==> src/rtl/aoi_sweep_tester.sv <==
// Stimulus-and-check stage for a 4-input AND-OR-INVERT gate: sweeps all 16
// input vectors, samples the returned h on the last dwell cycle and counts mismatches.
module aoi_sweep_tester #(
    parameter int unsigned DWELL = 4,
    parameter int unsigned CNT_W = 5
) (
    input  logic             clk,
    input  logic             rst_n,
    input  logic             start,
    input  logic             step_mode,
    input  logic             step,
    input  logic             abort,
    input  logic             h_in,
    output logic             a,
    output logic             b,
    output logic             c,
    output logic             d,
    output logic [3:0]       vec_idx,
    output logic             busy,
    output logic             done,
    output logic [CNT_W-1:0] err_cnt,
    output logic             err_flag
);

    localparam logic [1:0] S_IDLE  = 2'd0;
    localparam logic [1:0] S_DRIVE = 2'd1;
    localparam logic [1:0] S_WAIT  = 2'd2;
    localparam logic [1:0] S_DONE  = 2'd3;

    localparam logic [7:0]       DWELL_LAST = 8'(DWELL - 1);
    localparam logic [CNT_W-1:0] ERR_MAX    = '1;

    logic [1:0]       state_q, state_d;
    logic [3:0]       vec_q, vec_d;
    logic [7:0]       dwell_q, dwell_d;
    logic [CNT_W-1:0] err_q, err_d;
    logic             flag_q, flag_d;
    logic             busy_q, done_q;
    logic             exp_h;

    always_comb begin
        state_d = state_q;
        vec_d   = vec_q;
        dwell_d = dwell_q;
        err_d   = err_q;
        flag_d  = flag_q;
        exp_h   = ~((vec_q[3] & vec_q[2]) | (vec_q[1] & vec_q[0]));

        if (abort) begin
            state_d = S_IDLE;
            vec_d   = '0;
            dwell_d = '0;
        end else begin
            case (state_q)
                S_IDLE: begin
                    vec_d   = '0;
                    dwell_d = '0;
                    if (start) begin
                        state_d = S_DRIVE;
                        err_d   = '0;
                        flag_d  = 1'b0;
                    end
                end
                S_DRIVE: begin
                    if (dwell_q == DWELL_LAST) begin
                        if (h_in != exp_h) begin
                            flag_d = 1'b1;
                            if (err_q != ERR_MAX)
                                err_d = err_q + CNT_W'(1);
                        end
                        if (vec_q == 4'hF) begin
                            state_d = S_DONE;
                        end else if (step_mode) begin
                            state_d = S_WAIT;
                        end else begin
                            vec_d   = vec_q + 4'd1;
                            dwell_d = '0;
                        end
                    end else begin
                        dwell_d = dwell_q + 8'd1;
                    end
                end
                S_WAIT: begin
                    // Dropping step_mode while parked acts as an implicit step.
                    if (step || !step_mode) begin
                        state_d = S_DRIVE;
                        vec_d   = vec_q + 4'd1;
                        dwell_d = '0;
                    end
                end
                S_DONE: begin
                    state_d = S_IDLE;
                    vec_d   = '0;
                    dwell_d = '0;
                end
                default: begin
                    state_d = S_IDLE;
                    vec_d   = '0;
                    dwell_d = '0;
                end
            endcase
        end
    end

    always_ff @(posedge clk or negedge rst_n) begin
        if (!rst_n) begin
            state_q <= S_IDLE;
            vec_q   <= '0;
            dwell_q <= '0;
            err_q   <= '0;
            flag_q  <= 1'b0;
            busy_q  <= 1'b0;
            done_q  <= 1'b0;
        end else begin
            state_q <= state_d;
            vec_q   <= vec_d;
            dwell_q <= dwell_d;
            err_q   <= err_d;
            flag_q  <= flag_d;
            busy_q  <= (state_d == S_DRIVE) || (state_d == S_WAIT);
            done_q  <= (state_d == S_DONE);
        end
    end

    assign {a, b, c, d} = vec_q;
    assign vec_idx      = vec_q;
    assign busy         = busy_q;
    assign done         = done_q;
    assign err_cnt      = err_q;
    assign err_flag     = flag_q;

endmodule

==> config.mk <==
export PLATFORM = sky130hd
export DESIGN_NAME = aoi_sweep_tester
export DESIGN_NICKNAME = d
export VERILOG_FILES = /design/src/rtl/aoi_sweep_tester.sv
export SDC_FILE = /design/constraint.sdc
export NUM_CORES = 1
export LEC_CHECK = 0
export ABC_AREA = 0
export CAP_MARGIN = 10
export CORE_UTILIZATION = 35
export CTS_CLUSTER_DIAMETER = 150
export DETAILED_ROUTE_END_ITERATION = 8
export HOLD_SLACK_MARGIN = 0.06
export PLACE_DENSITY = 0.53
export SLEW_MARGIN = 20
export SYNTH_ARGS = -nofsm -noshare
export SYNTH_HDL_FRONTEND = slang
export SYNTH_SLANG_ARGS = --single-unit
==> constraint.sdc <==
create_clock -name clk -period 2.6 [get_ports clk]
set_input_delay 0.39 -clock clk [delete_from_list [all_inputs] [get_ports clk]]
set_output_delay 0.39 -clock clk [all_outputs]
set_load 0.02 [all_outputs]
==> Word level (Yosys, flattened, before mapping) <==
Cells that the tools add are included.
{ "totals": {"in_bits": 7, "reg_bits": 22} }
{ "classes": {"bitwise_logic": 5, "addsub": 3, "eq_ne": 20, "n_mux": 28, "n_reduce_logical": 10} }
{ "op_table": {"columns": ["operator", "n"], "rows": [
  ["8-bit 2-to-1 mux", 5],
  ["8-bit case mux with 3 select lines", 1],
  ["4-bit 2-to-1 mux", 5],
  ["5-bit 2-to-1 mux", 4],
  ["2-bit 2-to-1 mux", 6],
  ["3-bit inequality test (second input constant)", 4],
  ["4-bit case mux with 3 select lines", 1],
  ["5-bit case mux with 2 select lines", 1],
  ["8-bit by 1-bit adder with 8-bit output (second input constant)", 1],
  ["2-bit == test (second input constant)", 4],
  ["8-bit by 2-bit == test with 1-bit output (second input constant)", 1],
  ["2-bit inequality test (second input constant)", 4],
  ["4-bit inequality test (second input constant)", 2],
  ["2-bit case mux with 4 select lines", 1],
  ["6-bit AND reduction", 1],
  ["5-bit by 1-bit adder with 5-bit output (second input constant)", 1],
  ["5-bit inequality test (second input constant)", 1],
  ["5-bit AND reduction", 1],
  ["4-bit by 1-bit adder with 4-bit output (second input constant)", 1],
  ["2-bit by 1-bit == test with 1-bit output (second input constant)", 2],
  ["4-bit == test (second input constant)", 1],
  ["4-bit AND reduction", 1],
  ["1-bit 2-to-1 mux", 3],
  ["3-bit AND reduction", 1],
  ["10 further kinds", 13]
]} }

==> Depth between registers and ports, before layout <==
Gate-level depths: netlist (run 1).
{ "depth": {"depth_word": 7, "mapped_depth": 7, "ltp_nobuf": 7} }

==> Least setup slack after synthesis (run 1) <==
OpenSTA, ideal clock, no wires.
{ "synth_path": {"path_kind": "reg2reg", "from": "register dwell_q[0]", "to": "register busy_q, in the netlist busy", "path_stages_with_launch": 7, "period_less_slack_ns": 2.055, "t_arrival_ns": 1.929, "n_path_buf": 0, "setup_slack_ns": 0.545, "setup_time_ns": 0.126, "cell_sequence": "dfrtp_1 -> ha_1 -> or3b_2 -> nor2_1 -> nand3_1 -> a311oi_1 -> ha_1"} }
{ "synth_between": {"elab_chain_cells": 6, "word_cells_on_any_way": 7} }
{ "synth_lines": {"columns": ["item", "line", "rtl"], "rows": [
  ["start: declaration", "35", "logic [7:0] dwell_q, dwell_d;"],
  ["start signal: assignment", "117", "dwell_q <= dwell_d;"],
  ["8-bit by 2-bit == test with 1-bit output *", "65", "if (dwell_q == DWELL_LAST) begin"],
  ["2-bit 2-to-1 mux *", "65", null],
  ["2-bit case mux with 4 select lines *", "54", "case (state_q)"],
  ["2-bit 2-to-1 mux *", "49", "if (abort) begin"],
  ["net state_d[0]", "33", "logic [1:0] state_q, state_d;"],
  ["2-bit by 1-bit == test with 1-bit output / 2-bit == test (equally long branches)", "120", "busy_q <= (state_d == S_DRIVE) || (state_d == S_WAIT);"],
  ["1-bit logical OR *", "120", null],
  ["end signal: assignment", "120", null],
  ["end: declaration", "38", "logic busy_q, done_q;"]
]} }
Mark *: on every way through the listed nets, which the timed path passes. The rest lies on a longest branch.
A chain may end at the register's enable or synchronous reset.

==> Worst setup path after layout (run 1) <==
Same ends and word-level chain as after synthesis.

==> results.md, run 1 <==
- At the end of routability-driven placement, the weighted congestion stood at 0.847.
- Summed over all layers, the global routing overflow is 0.
- The number of levels in the clock H-tree is 1.
- After synthesis, the share of flip-flops with an asynchronous set or reset is 1.00.
- The critical path start-end classification is reg2reg.
- The startpoint type of the worst setup path is a flop.
- Of the post-synthesis cell area, the dominant cell type holds 0.386.
- In the routed design, unresolved DRC markers number 0.
- The clock passes through at most 2 buffers.
- The TritonCTS clock tree is done.
- The normalized max-slew margin is 0.632.
- Dividing the detail-routed via count by the number of cells gives roughly 5.7.
- The total wirelength of the detailed-routed design is 3.31 mm.
- The dominant cell type by area after synthesis is dfrtp_1.
- The number of synthesis warnings is 0.
- The tool flagged a number of max-cap violations equal to 0.
- The share of the cycle needed by the critical path after routing is 0.872.
- Grouping stages by cell kind, the critical path spends the most delay in simple AND/OR/NAND/NOR gates.
- For this design the top-level I/O count stands at 23.
- The initial core utilization is 0.378.
- The clock latency of the later-clocked register in the worst-skew pair is about 0.26 ns.
- The count of final hold-check violations was 0.
- The site row count is 22.
- The cell with the largest stage delay on the worst path is or3b_2.
- The ratio of cells with drive above 1 in the final layout is 0.0756.
- Counting stages on the worst path, the most repeated cell is ha_1.
- The critical path goes through ha_1 > or3b_2 > nor2_1 > nand3_1 > a311oi_1 > ha_1.
- Dividing total power by cell area gives a power density of ~430 nW/um^2.
- Yosys attributes the largest share of cell area to dfrtp_1 39%, ha_1 7.9%, nand2_1 4.5%, o311ai_1 3.7%, xor2_1 3.7%.
- Counting flops and latches in the post-synthesis netlist gives 22.
- TritonCTS created 3 clock buffers.
- The number of gates given a new drive strength after cts is 0.
- The height of the die is 65.8 um.
- Ranked by instance count, the synthesized netlist is headed by 22 x dfrtp_1, 17 x nand2_1, 9 x ha_1.
- The number of nets in the synthesized netlist is 167.
- Yosys mapped a number of flops with a built-in enable equal to 0.
- The worst path required time is 2.74 ns.
- The post-CTS setup buffer count is 0.
- The HPWL after detailed placement is around 2.5 mm.
- For met1 alone, demand over resource in global routing was 0.231.
- Along the worst path, the maximum fanout reaches 6.
- The mean post-synth cell area is 9.44 um^2.
- The area growth from synthesis to layout is 21.2%.
- The number of global-route vias before repair was 1226.
- The number of hold buffers added after CTS was 0.
- The initial antenna violation count is 0.
- For the pin with the worst max-slew slack, the measured transition is 0.547 ns.
- The shortest clock period the worst path allows after layout is 2.27 ns.
- The layer with the highest usage after global routing is met2.
- The post-placement cell count is 217.
- The count of mapped cells out of synthesis is 151.
- The clock transition at the register clock pins on the worst setup and hold paths after CTS is 0.08 ns.
- For this run, the number of standard cells in the final layout without fillers is 220.
- In this run, the number of DRC markers left after iteration 0 of detailed routing was 71.
- The number of search-and-repair iterations in the first detailed-routing pass is 4.
- For this run, global-route usage on met2 was measured as 0.281.
- The run finished with clean final reports.
- IR analysis of the VDD net gives a maximum drop of 197 uV.
- The unique cell type count in the Yosys netlist is 50.
- The most used flip-flop cell after synthesis is dfrtp_1.
- The cell sitting at the root of the clock tree is a clkbuf_8.
- CTS saw 22 sinks.
- The maximum operating frequency is 441 MHz.
- Across every metal layer, demand over resource in global routing totals 0.173.
- The number of buffers and inverters on the critical path is 0.
- The combined area of all synthesized cells is 1430 um^2.
- Fill cells in the final layout number between 300 and 400.
- Dividing the detail-routed wire length by the instance count gives 15.0 um.
- In this run the worst hold path is classified as in2async.
- The routed layout has about 1.3k vias.
- Setup repair after global routing left no endpoint under its margin.
- The worst setup path is captured at a flop.
- For this run, the share of the core covered by cells in the final layout is 0.458.
- The count of pins over their slew limit came to 0.
- The total negative slack is 0 ns.
- The first global-routing pass estimated 5.76 mm of wire.
- Entering global routing, the biggest net connects 23 pins.
- 0 antenna diodes ended up in the layout.
- At the end of the flow, the number of nets in the layout was 190.
- The met3 layer usage reported by global route is 0.0276.
- The most numerous cell in the Yosys netlist is dfrtp_1.
- The floorplan step defined a die boundary enclosing 4330 um^2.
- The share of the Yosys chip area taken by registers is 0.386.
- The floorplan step defined a core boundary enclosing 3770 um^2.
- Input and output buffers added on the ports amount to 22.
- Data on the critical path arrives at its endpoint at 2.41 ns.
- The antenna violation net count after detailed routing is 0.
- The leakage power summed over all cells is 0.691 nW.
- The chip width is ~66 um.
- The biggest cell delay along the critical path is 0.51 ns.
- The setup clock skew after layout is 0.00437 ns.
- Setup violations remaining at the end of the flow were counted as 0.
==> registers in the layout, indices dropped and copies added (netlist names) <==
register,count
done,1
state_q,2
busy,1
err_flag,1
dwell_q,8
err_cnt,5
vec_idx,4
==> metrics by stage <==
step / cell area [um^2] / hold slack (ns) / worst slack [ns] / total power, W
floorplan: 1430 / 0.0944 / 0.545 / 0.000474
global placement: 1690 / 0.497 / 0.393 / 0.000539
detailed placement: 1690 / 0.485 / 0.329 / 0.000542
CTS: 1730 / 0.498 / 0.317 / 0.000747
global route: 1730 / 0.530 / 0.196 / 0.000782
finish: 1730 / 0.488 / 0.333 / 0.000741
==> kinds of logic (layout without fill, tap and decap cells) <==
| family | Yosys count | in the layout | share of synthesized area |
|---|---|---|---|
| AND/OR/NAND/NOR | 56 | 56 | 0.225 |
| AO/OA/AOI/OAI | 40 | 40 | 0.202 |
| flip-flops | 22 | 22 | 0.386 |
| adder cells (fa/ha/maj) | 9 | 9 | 0.0790 |
| multiplexers | 2 | 2 | 0.0149 |
| XOR/XNOR | 7 | 7 | 0.0430 |
| buffers and inverters | 15 | 36 | 0.0500 |
==> report_power, final <==
group,switching (W),internal (W),total [W]
Sequential,0.0000203,0.000357,0.000377
Combinational,0.0000877,0.0000701,0.000158
Clock,0.000103,0.000103,0.000206
Total,0.000211,0.000531,0.000741
==> cell type report <==
cell class / count / area, um^2 / area share
clock buffer: 3 / 41.3 / 0.0239
inverter: 8 / 30.0 / 0.0174
multi-input combinational: 114 / 803 / 0.465
sequential: 22 / 551 / 0.319
tap: 48 / 60.1 / 0.0348
timing repair buffer: 25 / 243 / 0.140
==> cell usage in the layout, fill, tap and decap left out, types with 3 or more instances in the layout <==
| master | n |
|---|---|
| a21oi_1 | 8 |
| dfrtp_1 | 22 |
| and3_1 | 3 |
| nor2_1 | 4 |
| o22ai_1 | 3 |
| ha_1 | 9 |
| xor2_1 | 6 |
| buf_4 | 3 |
| o21ai_0 | 4 |
| nand3_1 | 5 |
| nand2b_1 | 3 |
| nor3_1 | 4 |
| clkdlybuf4s50_1 | 22 |
| nand4_1 | 6 |
| clkbuf_8 | 3 |
| nand2_1 | 17 |
| o311ai_1 | 6 |
| inv_1 | 7 |
==> worst reg2reg max path: stages, from the launching register on <==
cell	delay, ns
dfrtp_1	0.44
ha_1	0.25
or3b_2	0.51
nor2_1	0.19
nand3_1	0.11
a311oi_1	0.36
ha_1	0.29
==> final timing paths <==
check | startpoint | endpoint | slack [ns] | depth (start not counted)
min in group clk | err_flag | err_flag | 0.50 | 1
max reg2reg | dwell_q[0] | busy | 0.33 | 6
max in group asynchronous | rst_n | dwell_q[0] | 1.88 | 2
min reg2reg | err_flag | err_flag | 0.50 | 1
max | dwell_q[0] | busy | 0.33 | 6
min | rst_n | err_cnt[2] | 0.49 | 2
==> layer usage <==
layer,share of wire,up-vias
li1,-,611
met1,0.49,614
met2,0.46,29
met3,0.038,4
met4,0.0091,0
met5,0,-
(Power assumes the default switching activity.)
==> inputs of run 2 (changes only) <==
--- a/config.mk
+++ b/config.mk
@@ -7,11 +7,13 @@
 export LEC_CHECK = 0
 export ABC_AREA = 0
 export CAP_MARGIN = 10
+export CORE_MARGIN = 2
 export CORE_UTILIZATION = 35
 export CTS_CLUSTER_DIAMETER = 150
 export DETAILED_ROUTE_END_ITERATION = 8
+export DONT_BUFFER_PORTS = 1
 export HOLD_SLACK_MARGIN = 0.06
-export PLACE_DENSITY = 0.53
+export PLACE_DENSITY = 0.46
 export SLEW_MARGIN = 20
 export SYNTH_ARGS = -nofsm -noshare
 export SYNTH_HDL_FRONTEND = slang
==> run 2 against run 1 <==
Compared with the run above:
- die area up 6.2%
- critical path depth unchanged
- flip-flop and latch count unchanged
- critical path type unchanged
- largest cell class unchanged
==> results.md, run 2 (synthesis gave the netlist of run 1 again) <==
- The maximum buffer depth of the clock tree is 2 (unchanged).
- The worst-case hold slack is 0.0822 ns (-0.406 ns).
- The via count normalized by instance count is 5.85 (+2.4%).
- The length in cells of the worst reg-to-reg path is 6 (unchanged).
- The initial core utilization is 0.359 (-0.0190).
- The number of endpoints failing setup at the final stage is 0 (unchanged).
- Relative to the synthesized area, the layout overhead comes to 8.87%.
- The all-layer global routing usage came to 0.162 (-0.0113).
- The maximum operating frequency was 431 MHz (-2.3%).
- The clock transition at the register clock pins on the worst setup and hold paths after CTS is 0.08 ns (about the same).
- The chip width is 67.8 um (+3.0%).
- The number of buffers and inverters on the critical path is 0 (unchanged).
- The total I/O pin count is 23 (unchanged).
- The overall power consumption is 0.000749 W (+1.1%).
- The number of gates given a new drive strength after cts is 0 (unchanged).
- The post-CTS setup buffer count is 0 (unchanged).
- The endpoint of the worst setup timing path is busy.
- In this run the worst setup path begins at dwell_q[0].
- The number of buffers added on ports is 0 (-100%).
- The power density relative to cell area came to 483 nW/um^2 (+13%).
- The maximum number of pins on one net before global-route repair is 23 (unchanged).
- The floorplan core area came to 3970 um^2 (+5.3%).
- The normalized max-slew margin is 0.651 (+0.0184).
- The TritonCTS buffer count is 3 (unchanged).
- The clock latency of the later-clocked register in the worst-skew pair is 0.27 ns (about the same).
- The root buffer cell chosen for the clock tree is clkbuf_8.
- The number of DRC violations after detailed-routing iteration 0 was 98 (+38%).
- The transition time at the pin with the least slew margin is 0.524 ns (-0.0237 ns).
- The number of nets in the layout is 172 (-9.5%).
- The met1 layer wirelength in the final routing is 1.53 mm (-5.5%).
- The initial antenna violation count came to 0 (unchanged).
- The worst-path maximum fanout is 6 (unchanged).
- The critical path start-end classification is reg2reg.
- The antenna violation net count after detailed routing is 0 (unchanged).
- The shortest clock period the worst path allows after layout was 2.32 ns (+0.0545 ns).
- The endpoint type of the worst setup path is a flop.
- In the layout the commonest cells are 22 x dfrtp_1, 17 x nand2_1, 9 x ha_1, 8 x a21oi_1, 7 x inv_1.
- The HPWL after detailed placement is 2.47 mm (-1.6%).
- The arrival time at the worst endpoint is 2.48 ns (+0.07 ns).
- Traced cell by cell, the critical path runs through ha_1 > or3b_2 > nor2_1 > nand3_1 > a311oi_1 > ha_1.
- The capture point of the worst reg-to-reg path is busy.
- The largest individual stage delay along the critical path comes from the cell or3b_2.
- The ratio of cells with drive above 1 in the final layout came to 0.116 (+0.0405).
- The antenna diode count is 0 (unchanged).
- The top register by number of flip-flops is dwell_q.
- The flip-flop count of the largest register after layout is 8 (unchanged).
- The total via count after detailed routing is 1200 (-4.6%).
- The total congestion overflow is 0 (unchanged).
- The count of pins over their slew limit is 0 (unchanged).
- The total wirelength of the detailed-routed design came to 3.37 mm (+2.1%).
- The height of the die came to 67.8 um (+3.0%).
- The setup clock skew after layout is 0.00378 ns (-0.000583 ns).
- The cell with the most instances on the worst path is ha_1.
- The flow ran to the end, and the final reports show no timing, DRC or antenna violations.
- The setup slack on the worst flop-to-flop path is 0.28 ns (-0.05 ns).
- The detailed-route wire length per cell is 16.5 um (+9.5%).
- The global placement routability congestion is 0.860 (+1.5%).
- STA classifies the critical path startpoint as a flop.
- The detailed router used layers up to and including met4.
- The met3 routed wirelength is 233 um (+86%).
- The number of clock sinks is 22 (unchanged).
- The number of global-route vias before repair is 1188 (-3.1%).
- The cell family contributing the most delay on the critical path is simple AND/OR/NAND/NOR gates.
- The site row count is 23 (+4.5%).
- Setup repair after global routing left no endpoint under its margin.
- The number of search-and-repair iterations in the first detailed-routing pass is 4 (unchanged).
- The global-route wire length before repair was 5.61 mm (-2.6%).
- The worst path required time is 2.76 ns (+0.02 ns).
- The biggest cell delay along the critical path is 0.53 ns (+0.02 ns).
- The startpoint identified for the worst register-to-register timing path is dwell_q[0].
- The number of levels in the clock H-tree is 1 (unchanged).
- The share of the cycle needed by the critical path after routing came to 0.893 (+0.0210).
- The total negative slack was 0 ns (unchanged).
- The DRC violation count after routing came to 0 (unchanged).
- The count of final hold-check violations was 0 (unchanged).
- The area of the die is 4600 um^2 (+6.2%).
- The met2 layer wire length in the routed design is 1.57 mm (+2.6%).
- The TritonCTS clock tree is done.
- The leakage power summed over all cells is 0.639 nW (-7.5%).
- The count of cell instances traversed by the critical path came to 6 (unchanged).
- The type of the tightest min-delay check is in2async.
- The number of maximum-capacitance violations is 0 (unchanged).
- The maximum VDD drop is 288 uV (+46%).
- Leaving out fill and tap cells, the most frequent cell in the layout is dfrtp_1.
[run 2: layout make-up]
class / instances / area [um^2]
tap: 50 / 62.6
clock buffer: 4 / 55.1
inverter: 8 / 30.0
timing repair buffer: 7 / 50.0
multi-input combinational: 114 / 803
fill: 406 / 2420
sequential: 22 / 551
[run 2: power breakdown]
| part | switching, W | total (W) | internal [W] |
|---|---|---|---|
| registers | 0.0000306 | 0.000387 | 0.000357 |
| logic | 0.0000693 | 0.000113 | 0.0000437 |
| clock network | 0.000114 | 0.000249 | 0.000135 |
| total | 0.000214 | 0.000749 | 0.000536 |
[run 2: worst register-to-register path, cell delays in order (launching register included)]
cell      delay, ns
dfrtp_1        0.44
ha_1           0.25
or3b_2         0.53
nor2_1         0.21
nand3_1        0.11
a311oi_1       0.39
ha_1           0.30
[run 2: layer usage]
| metal | global-route usage | vias up |
|---|---|---|
| li1 | - | 578 |
| met1 | 0.206 | 576 |
| met2 | 0.270 | 42 |
| met3 | 0.0493 | 4 |
| met4 | 0.0400 | 0 |
| met5 | 0 | - |
[run 2: through the flow]
stage                     instances  worst slack [ns]  area, um^2  utilization
after CTS                       205             0.300        1560        0.392
after global routing            205             0.113        1550        0.391
final                           205             0.279        1550        0.391
after floorplan                 151             0.545        1430            -
after detailed placement        200             0.313        1490        0.376
after global placement          200             0.370        1490        0.376
[run 2: worst min path at each step]
stage	start	to	cells past startpoint	slack, ns
2_1_floorplan	rst_n	busy	0	0.09
3_3_place_gp	rst_n	vec_idx[0]	0	0.09
3_5_place_dp	rst_n	vec_idx[1]	0	0.09
4_1_cts	abort	state_q[0]	1	0.20
5_1_grt	rst_n	vec_idx[1]	1	0.12
6_report	rst_n	state_q[0]	1	0.08
[run 2: repair_timing]
action / CTS / global route
hold buffers: 1 / 0
setup endpoints to repair: 0 / 0
endpoints found under the hold margin: 22 / 0
